--- config.mk ---
export PLATFORM = sky130hd
export DESIGN_NAME = lr_predictor_flat
export DESIGN_NICKNAME = d
export VERILOG_FILES = /design/src/rtl/lr_predictor_if.sv /design/src/rtl/lr_predictor.sv /design/src/flat_wrapper.sv
export SDC_FILE = /design/constraint.sdc
export NUM_CORES = 2
export LEC_CHECK = 0
export BUFFER_PORTS_ARGS = -buffer_cell sky130_fd_sc_hd__buf_2
export CAP_MARGIN = 0
export CELL_PAD_IN_SITES_DETAIL_PLACEMENT = 0
export CELL_PAD_IN_SITES_GLOBAL_PLACEMENT = 2
export CORE_AREA = 5 5 387 237
export CTS_BUF_LIST = sky130_fd_sc_hd__clkbuf_16
export CTS_CLUSTER_DIAMETER = 120
export DETAILED_ROUTE_END_ITERATION = 10
export DIE_AREA = 0 0 392 242
export PLACE_DENSITY_LB_ADDON = 0.1
export SETUP_SLACK_MARGIN = 0.02
export SLEW_MARGIN = 20
export SYNTH_ARGS = -nofsm -noshare
export SYNTH_HDL_FRONTEND = slang
export SYNTH_SLANG_ARGS = --single-unit
--- constraint.sdc ---
create_clock -name clk -period 30 [get_ports clk]
set_input_delay 4.5 -clock clk [delete_from_list [all_inputs] [get_ports clk]]
set_output_delay 4.5 -clock clk [all_outputs]
set_load 0.01 [all_outputs]
--- src/rtl/lr_predictor_if.sv ---
// Sample/coefficient handshake and result bundle between the predictor and its host.
// The slave modport is the predictor's view; the master modport is the host/source side.
interface lr_predictor_if #(
  parameter int WIDTH = 20,
  parameter int SSE_W = 64
);
  logic             start;
  logic [WIDTH-1:0] inB0;
  logic [WIDTH-1:0] inB1;
  logic             in_valid;
  logic             in_ready;
  logic [WIDTH-1:0] inx;
  logic [WIDTH-1:0] iny;
  logic             out_valid;
  logic [WIDTH-1:0] out_yhat;
  logic [WIDTH-1:0] out_residual;
  logic [SSE_W-1:0] sse;
  logic             busy;
  logic             done;

  modport slave (
    input  start, inB0, inB1, in_valid, inx, iny,
    output in_ready, out_valid, out_yhat, out_residual, sse, busy, done
  );

  modport master (
    output start, inB0, inB1, in_valid, inx, iny,
    input  in_ready, out_valid, out_yhat, out_residual, sse, busy, done
  );
endinterface

--- src/rtl/lr_predictor.sv ---
// Q10.10 linear predictor: y_hat = B0 + B1*x, residual and SSE over N_SAMPLES; LR_PREDICTOR_SATURATE_EN clamps instead of wrapping.
// Latency: out_valid two edges after acceptance, SSE updated on the third, done one edge after the pipeline drains.
// Backpressure: in_ready low outside RUN and after N_SAMPLES accepts; outputs are unconditioned pulses.
module lr_predictor #(
  parameter int WIDTH     = 20,
  parameter int FRAC      = 10,
  parameter int N_SAMPLES = 150,
  parameter int CNT_W     = 8,
  parameter int SSE_W     = 64
) (
  input  logic           clk,
  input  logic           reset,
  lr_predictor_if.slave  bus
);

  localparam int PROD_W = 2 * WIDTH;
  localparam int FULL_W = PROD_W + 1;

  typedef enum logic [1:0] {
    S_IDLE  = 2'd0,
    S_RUN   = 2'd1,
    S_DRAIN = 2'd2,
    S_DONE  = 2'd3
  } state_t;

  state_t                    r_state;
  logic [CNT_W-1:0]          r_cnt;
  logic signed [WIDTH-1:0]   r_b0;
  logic signed [WIDTH-1:0]   r_b1;
  logic                      r_in_ready;
  logic                      r_busy;
  logic                      r_done;

  logic                      r_v1;
  logic signed [PROD_W-1:0]  r_prod;
  logic signed [WIDTH-1:0]   r_y;
  logic                      r_v2;
  logic signed [WIDTH-1:0]   r_yhat;
  logic signed [WIDTH-1:0]   r_res;
  logic [SSE_W-1:0]          r_sse;

  logic                      w_accept;
  logic                      w_start_ok;
  logic                      w_last;
  logic signed [PROD_W-1:0]  w_x_ext;
  logic signed [PROD_W-1:0]  w_b1_ext;
  logic signed [PROD_W-1:0]  w_prod;
  logic signed [PROD_W-1:0]  w_shift;
  logic signed [FULL_W-1:0]  w_yhat_full;
  logic signed [WIDTH-1:0]   w_yhat;
  logic signed [FULL_W-1:0]  w_res_full;
  logic signed [WIDTH-1:0]   w_res;
  logic signed [PROD_W-1:0]  w_res_ext;
  logic signed [PROD_W-1:0]  w_sq;

  // Narrow a full-precision result to WIDTH bits: clamp or two's-complement wrap.
  function automatic logic signed [WIDTH-1:0] f_fit(input logic signed [FULL_W-1:0] v);
`ifdef LR_PREDICTOR_SATURATE_EN
    logic [FULL_W-WIDTH:0] hi;
    hi = v[FULL_W-1:WIDTH-1];
    if (!((&hi) || !(|hi)))
      return v[FULL_W-1] ? {1'b1, {(WIDTH-1){1'b0}}} : {1'b0, {(WIDTH-1){1'b1}}};
    return v[WIDTH-1:0];
`else
    return v[WIDTH-1:0];
`endif
  endfunction

  assign w_accept   = bus.in_valid && r_in_ready;
  assign w_start_ok = bus.start && ((r_state == S_IDLE) || (r_state == S_DONE));
  assign w_last     = (r_cnt == CNT_W'(N_SAMPLES - 1));

  assign w_x_ext     = {{WIDTH{bus.inx[WIDTH-1]}}, bus.inx};
  assign w_b1_ext    = {{WIDTH{r_b1[WIDTH-1]}}, r_b1};
  assign w_prod      = w_x_ext * w_b1_ext;

  // Arithmetic shift floors toward -inf, matching the datapath's fixed-point rounding.
  assign w_shift     = r_prod >>> FRAC;
  assign w_yhat_full = {{(FULL_W-WIDTH){r_b0[WIDTH-1]}}, r_b0} + {w_shift[PROD_W-1], w_shift};
  assign w_yhat      = f_fit(w_yhat_full);
  assign w_res_full  = {{(FULL_W-WIDTH){r_y[WIDTH-1]}}, r_y}
                     - {{(FULL_W-WIDTH){w_yhat[WIDTH-1]}}, w_yhat};
  assign w_res       = f_fit(w_res_full);

  assign w_res_ext   = {{WIDTH{r_res[WIDTH-1]}}, r_res};
  assign w_sq        = w_res_ext * w_res_ext;

  always_ff @(posedge clk) begin
    if (reset) begin
      r_state    <= S_IDLE;
      r_cnt      <= '0;
      r_b0       <= '0;
      r_b1       <= '0;
      r_in_ready <= 1'b0;
      r_busy     <= 1'b0;
      r_done     <= 1'b0;
    end else begin
      case (r_state)
        S_IDLE, S_DONE: begin
          if (bus.start) begin
            r_state    <= S_RUN;
            r_b0       <= bus.inB0;
            r_b1       <= bus.inB1;
            r_cnt      <= '0;
            r_in_ready <= 1'b1;
            r_busy     <= 1'b1;
            r_done     <= 1'b0;
          end
        end
        S_RUN: begin
          if (w_accept) begin
            r_cnt <= r_cnt + CNT_W'(1);
            if (w_last) begin
              r_state    <= S_DRAIN;
              r_in_ready <= 1'b0;
            end
          end
        end
        S_DRAIN: begin
          // Both stages empty means the final SSE update has already landed.
          if (!r_v1 && !r_v2) begin
            r_state <= S_DONE;
            r_busy  <= 1'b0;
            r_done  <= 1'b1;
          end
        end
        default: r_state <= S_IDLE;
      endcase
    end
  end

  always_ff @(posedge clk) begin
    if (reset) begin
      r_v1   <= 1'b0;
      r_prod <= '0;
      r_y    <= '0;
      r_v2   <= 1'b0;
      r_yhat <= '0;
      r_res  <= '0;
      r_sse  <= '0;
    end else begin
      r_v1 <= w_accept;
      if (w_accept) begin
        r_prod <= w_prod;
        r_y    <= bus.iny;
      end
      r_v2 <= r_v1;
      if (r_v1) begin
        r_yhat <= w_yhat;
        r_res  <= w_res;
      end
      if (w_start_ok)
        r_sse <= '0;
      else if (r_v2)
        r_sse <= r_sse + {{(SSE_W-PROD_W){w_sq[PROD_W-1]}}, w_sq};
    end
  end

  assign bus.in_ready     = r_in_ready;
  assign bus.out_valid    = r_v2;
  assign bus.out_yhat     = r_yhat;
  assign bus.out_residual = r_res;
  assign bus.sse          = r_sse;
  assign bus.busy         = r_busy;
  assign bus.done         = r_done;

endmodule
--- src/flat_wrapper.sv ---
// flat-port wrapper written by rule: the top's interface ports become plain ports
module lr_predictor_flat 
#(
  parameter int WIDTH     = 20,
  parameter int FRAC      = 10,
  parameter int N_SAMPLES = 150,
  parameter int CNT_W     = 8,
  parameter int SSE_W     = 64
)
  (clk, reset, bus_start, bus_inB0, bus_inB1, bus_in_valid, bus_inx, bus_iny, bus_in_ready, bus_out_valid, bus_out_yhat, bus_out_residual, bus_sse, bus_busy, bus_done);
  lr_predictor_if #(.WIDTH(WIDTH), .SSE_W(SSE_W)) bus_i ();
  input  logic clk;
  input  logic reset;
  input wire logic [$bits(bus_i.start)-1:0] bus_start;
  input wire logic [$bits(bus_i.inB0)-1:0] bus_inB0;
  input wire logic [$bits(bus_i.inB1)-1:0] bus_inB1;
  input wire logic [$bits(bus_i.in_valid)-1:0] bus_in_valid;
  input wire logic [$bits(bus_i.inx)-1:0] bus_inx;
  input wire logic [$bits(bus_i.iny)-1:0] bus_iny;
  output wire logic [$bits(bus_i.in_ready)-1:0] bus_in_ready;
  output wire logic [$bits(bus_i.out_valid)-1:0] bus_out_valid;
  output wire logic [$bits(bus_i.out_yhat)-1:0] bus_out_yhat;
  output wire logic [$bits(bus_i.out_residual)-1:0] bus_out_residual;
  output wire logic [$bits(bus_i.sse)-1:0] bus_sse;
  output wire logic [$bits(bus_i.busy)-1:0] bus_busy;
  output wire logic [$bits(bus_i.done)-1:0] bus_done;
  assign bus_i.start = bus_start;
  assign bus_i.inB0 = bus_inB0;
  assign bus_i.inB1 = bus_inB1;
  assign bus_i.in_valid = bus_in_valid;
  assign bus_i.inx = bus_inx;
  assign bus_i.iny = bus_iny;
  assign bus_in_ready = bus_i.in_ready;
  assign bus_out_valid = bus_i.out_valid;
  assign bus_out_yhat = bus_i.out_yhat;
  assign bus_out_residual = bus_i.out_residual;
  assign bus_sse = bus_i.sse;
  assign bus_busy = bus_i.busy;
  assign bus_done = bus_i.done;
  lr_predictor #(.WIDTH(WIDTH), .FRAC(FRAC), .N_SAMPLES(N_SAMPLES), .CNT_W(CNT_W), .SSE_W(SSE_W)) u_core (.clk(clk), .reset(reset), .bus(bus_i));
endmodule
==> metrics <==
Synth area leaders fa_1, dfxtp_1, ha_1; critical path startpoint category register; fin. max-slew vios 0; DRC errors left 0; Max-Cap Viols 0; Arr. time, crit path roughly 11 ns; flops & latches, synth 199; Die X roughly 390 um; Hold Fails Final Rpt 0; Cell variety after synth 90; Top cell by count, worst path fa_1; DRT Pass-1 Iters 5; Worst path slowest cell o311ai_1; die height 242 um; Antenna Cells 0; initial antenna violation count 3; Post-synth EDFFs 0; Post-Layout Cell Count between 5000 and 6000; setup TNS 0 ns; Rel. slew slack 0.221; cell area after synthesis 37400 um^2; status finished clean; synth warn 0; Starting Density 0.424; via/cell ratio 5.07; Leakage Power 20.0 nW; # setup viols final 0; reg2reg setup slack ~19 ns; fin crit share 0.362; asr flop ratio synth 0; unrepaired setup endpoints after global routing false; all-layer global routing usage 0.245; row count between 80 and 90; CTS Buffer Depth 2; DRT antenna net count 0; top cells by count, synth inv_1, fa_1, nand2_1, ha_1, a21oi_1; syn_nets around 5400; Synth area leader fa_1; worst-margin pin slew around 1.2 ns; clk slew on worst S/H paths ~0.08 ns; routed length per placed instance between 20 and 25 um; I/O pin total between 150 and 200; ys flop type dfxtp_1; post-synthesis cell count 4300; GP Congestion around 0.86; sequential share of the synthesized area 0.106; CTS Root Cell clkbuf_16; CTS tree built; Critical Path Sink Type register; pwr dens 72.9 nW/um^2; first-pass GRT wire length approximately 180 mm; Period minus WS final ~11 ns; share of cells above drive strength 1 0.0692; VDD IR-drop max ~0.00011 V; number of I/O port buffers about 190; top-count cell post-synth inv_1; total number of vias 28100; Hold Path Class register to register; nets@finish 5439; Crit path required time around 30 ns; placed insts 5507; Max H-tree Level 4; final core occ 0.453; CTS buffer count 17; Hold Buf Count CTS 0; largest fanout on the critical path 12; Post-DP HPWL roughly 94 mm; Core Footprint 88300 um^2; Placed Area 39400 um^2; grt total ovfl 0; synthesized area per cell a little under 9 um^2; Post-CTS Setup Bufs 0; Clock Latency Late Sink around 0.52 ns; post-synth top area share 0.371; initial DRC count between 2000 and 2500; Fmax achieved around 92 MHz; final non-filler cell area about 40000 um^2; Routed Wire Length 113 mm; biggest cell delay along the critical path between 0.8 and 0.9 ns; largest net degree at the start of global routing 65; Area Overhead vs Synth 6.91%; post-CTS sizing 0; number of global-route vias before repair approximately 28000; # clock sinks between 150 and 200; crit path kind register to register; die area around 95000 um^2; skew final between 0.01 and 0.015 ns
## per-stage QoR
step / hold WS (ns) / total power [mW] / setup WS, ns
floorplan: 0.432 / 2.02 / 19.47
global placement: 0.448 / 2.67 / 18.79
detailed placement: 0.450 / 2.66 / 18.73
CTS: 0.461 / 2.94 / 19.22
global route: 0.485 / 3.27 / 18.57
finish: 0.461 / 2.92 / 19.13
## power breakdown
part           internal, mW  switching [mW]
logic                 0.906            1.39
registers             0.297          0.0683
clock network         0.121           0.132
total                  1.32            1.59
## critical path, delay by kind of cell, from the launching register on
family                     cells  cell delay, ns
adders and majority gates      9            4.28
AOI/OAI and AO/OA             12            3.58
and+or+nand+nor                7            1.29
DFF                            1            0.73
buffers and inverters          5            0.52
muxes                          2            0.38
## cells in the final DEF, fill, tap and decap left out, types with 42 or more instances in the layout
cell type and n:
inv_1 826, fa_1 693, nand2_1 563, ha_1 310, a21oi_1 239, and2_1 209
dfxtp_1 196, nor2_1 193, buf_2 190, xnor2_1 135, o21ai_0 78, a21o_1 62
xor2_1 47, mux2i_1 47, nand3_1 45, nor3_1 42
## registers in the layout, summed over array words and instances, names as in the netlist
name,count
u_core.bus.busy,1
u_core.bus.done,1
u_core.bus.in_ready,1
u_core.bus.out_residual,20
u_core.bus.out_valid,1
u_core.bus.out_yhat,20
u_core.bus.sse,64
u_core.r_b0,20
u_core.r_b1,20
u_core.r_cnt,8
u_core.r_prod,20
u_core.r_state,2
u_core.r_v1,1
u_core.r_y,20
## metal layers
layer	track usage	part of all wire
met1	0.430	0.57
met3	0.0672	0.083
met2	0.291	0.34
met5	0	0
met4	0.0261	0.0071
## final cells by class
class / instances / area [um^2]
timing repair buffer: 229 / 1240
clock buffer: 17 / 425
inverter: 828 / 3110
clock inverter: 15 / 203
multi-input combinational: 3077 / 29600
fill: 8895 / 48300
tap: 1174 / 1470
sequential: 199 / 3990
## final timing paths
kind | start | endpoint | depth (start not counted)
max | u_core.bus.out_residual[4] | u_core.bus.sse[63] | 35
min | u_core.r_b1[11] | u_core.r_b1[11] | 2
max reg2reg | u_core.bus.out_residual[4] | u_core.bus.sse[63] | 35
min reg2reg | u_core.r_b1[11] | u_core.r_b1[11] | 2
## logic make-up (layout without fill, tap and decap cells)
group           Yosys count  in the layout  share of synthesized area
xor+xnor                183            183                     0.0432
compound gates          610            610                      0.105
other cells               2              2                   0.000201
buf+inv                1024           1089                      0.104
flops                   199            199                      0.106
mux                      49             49                     0.0132
simple gates           1230           1230                      0.154
fa+ha+maj              1003           1003                      0.474
Power figures use the tool's default switching activity.
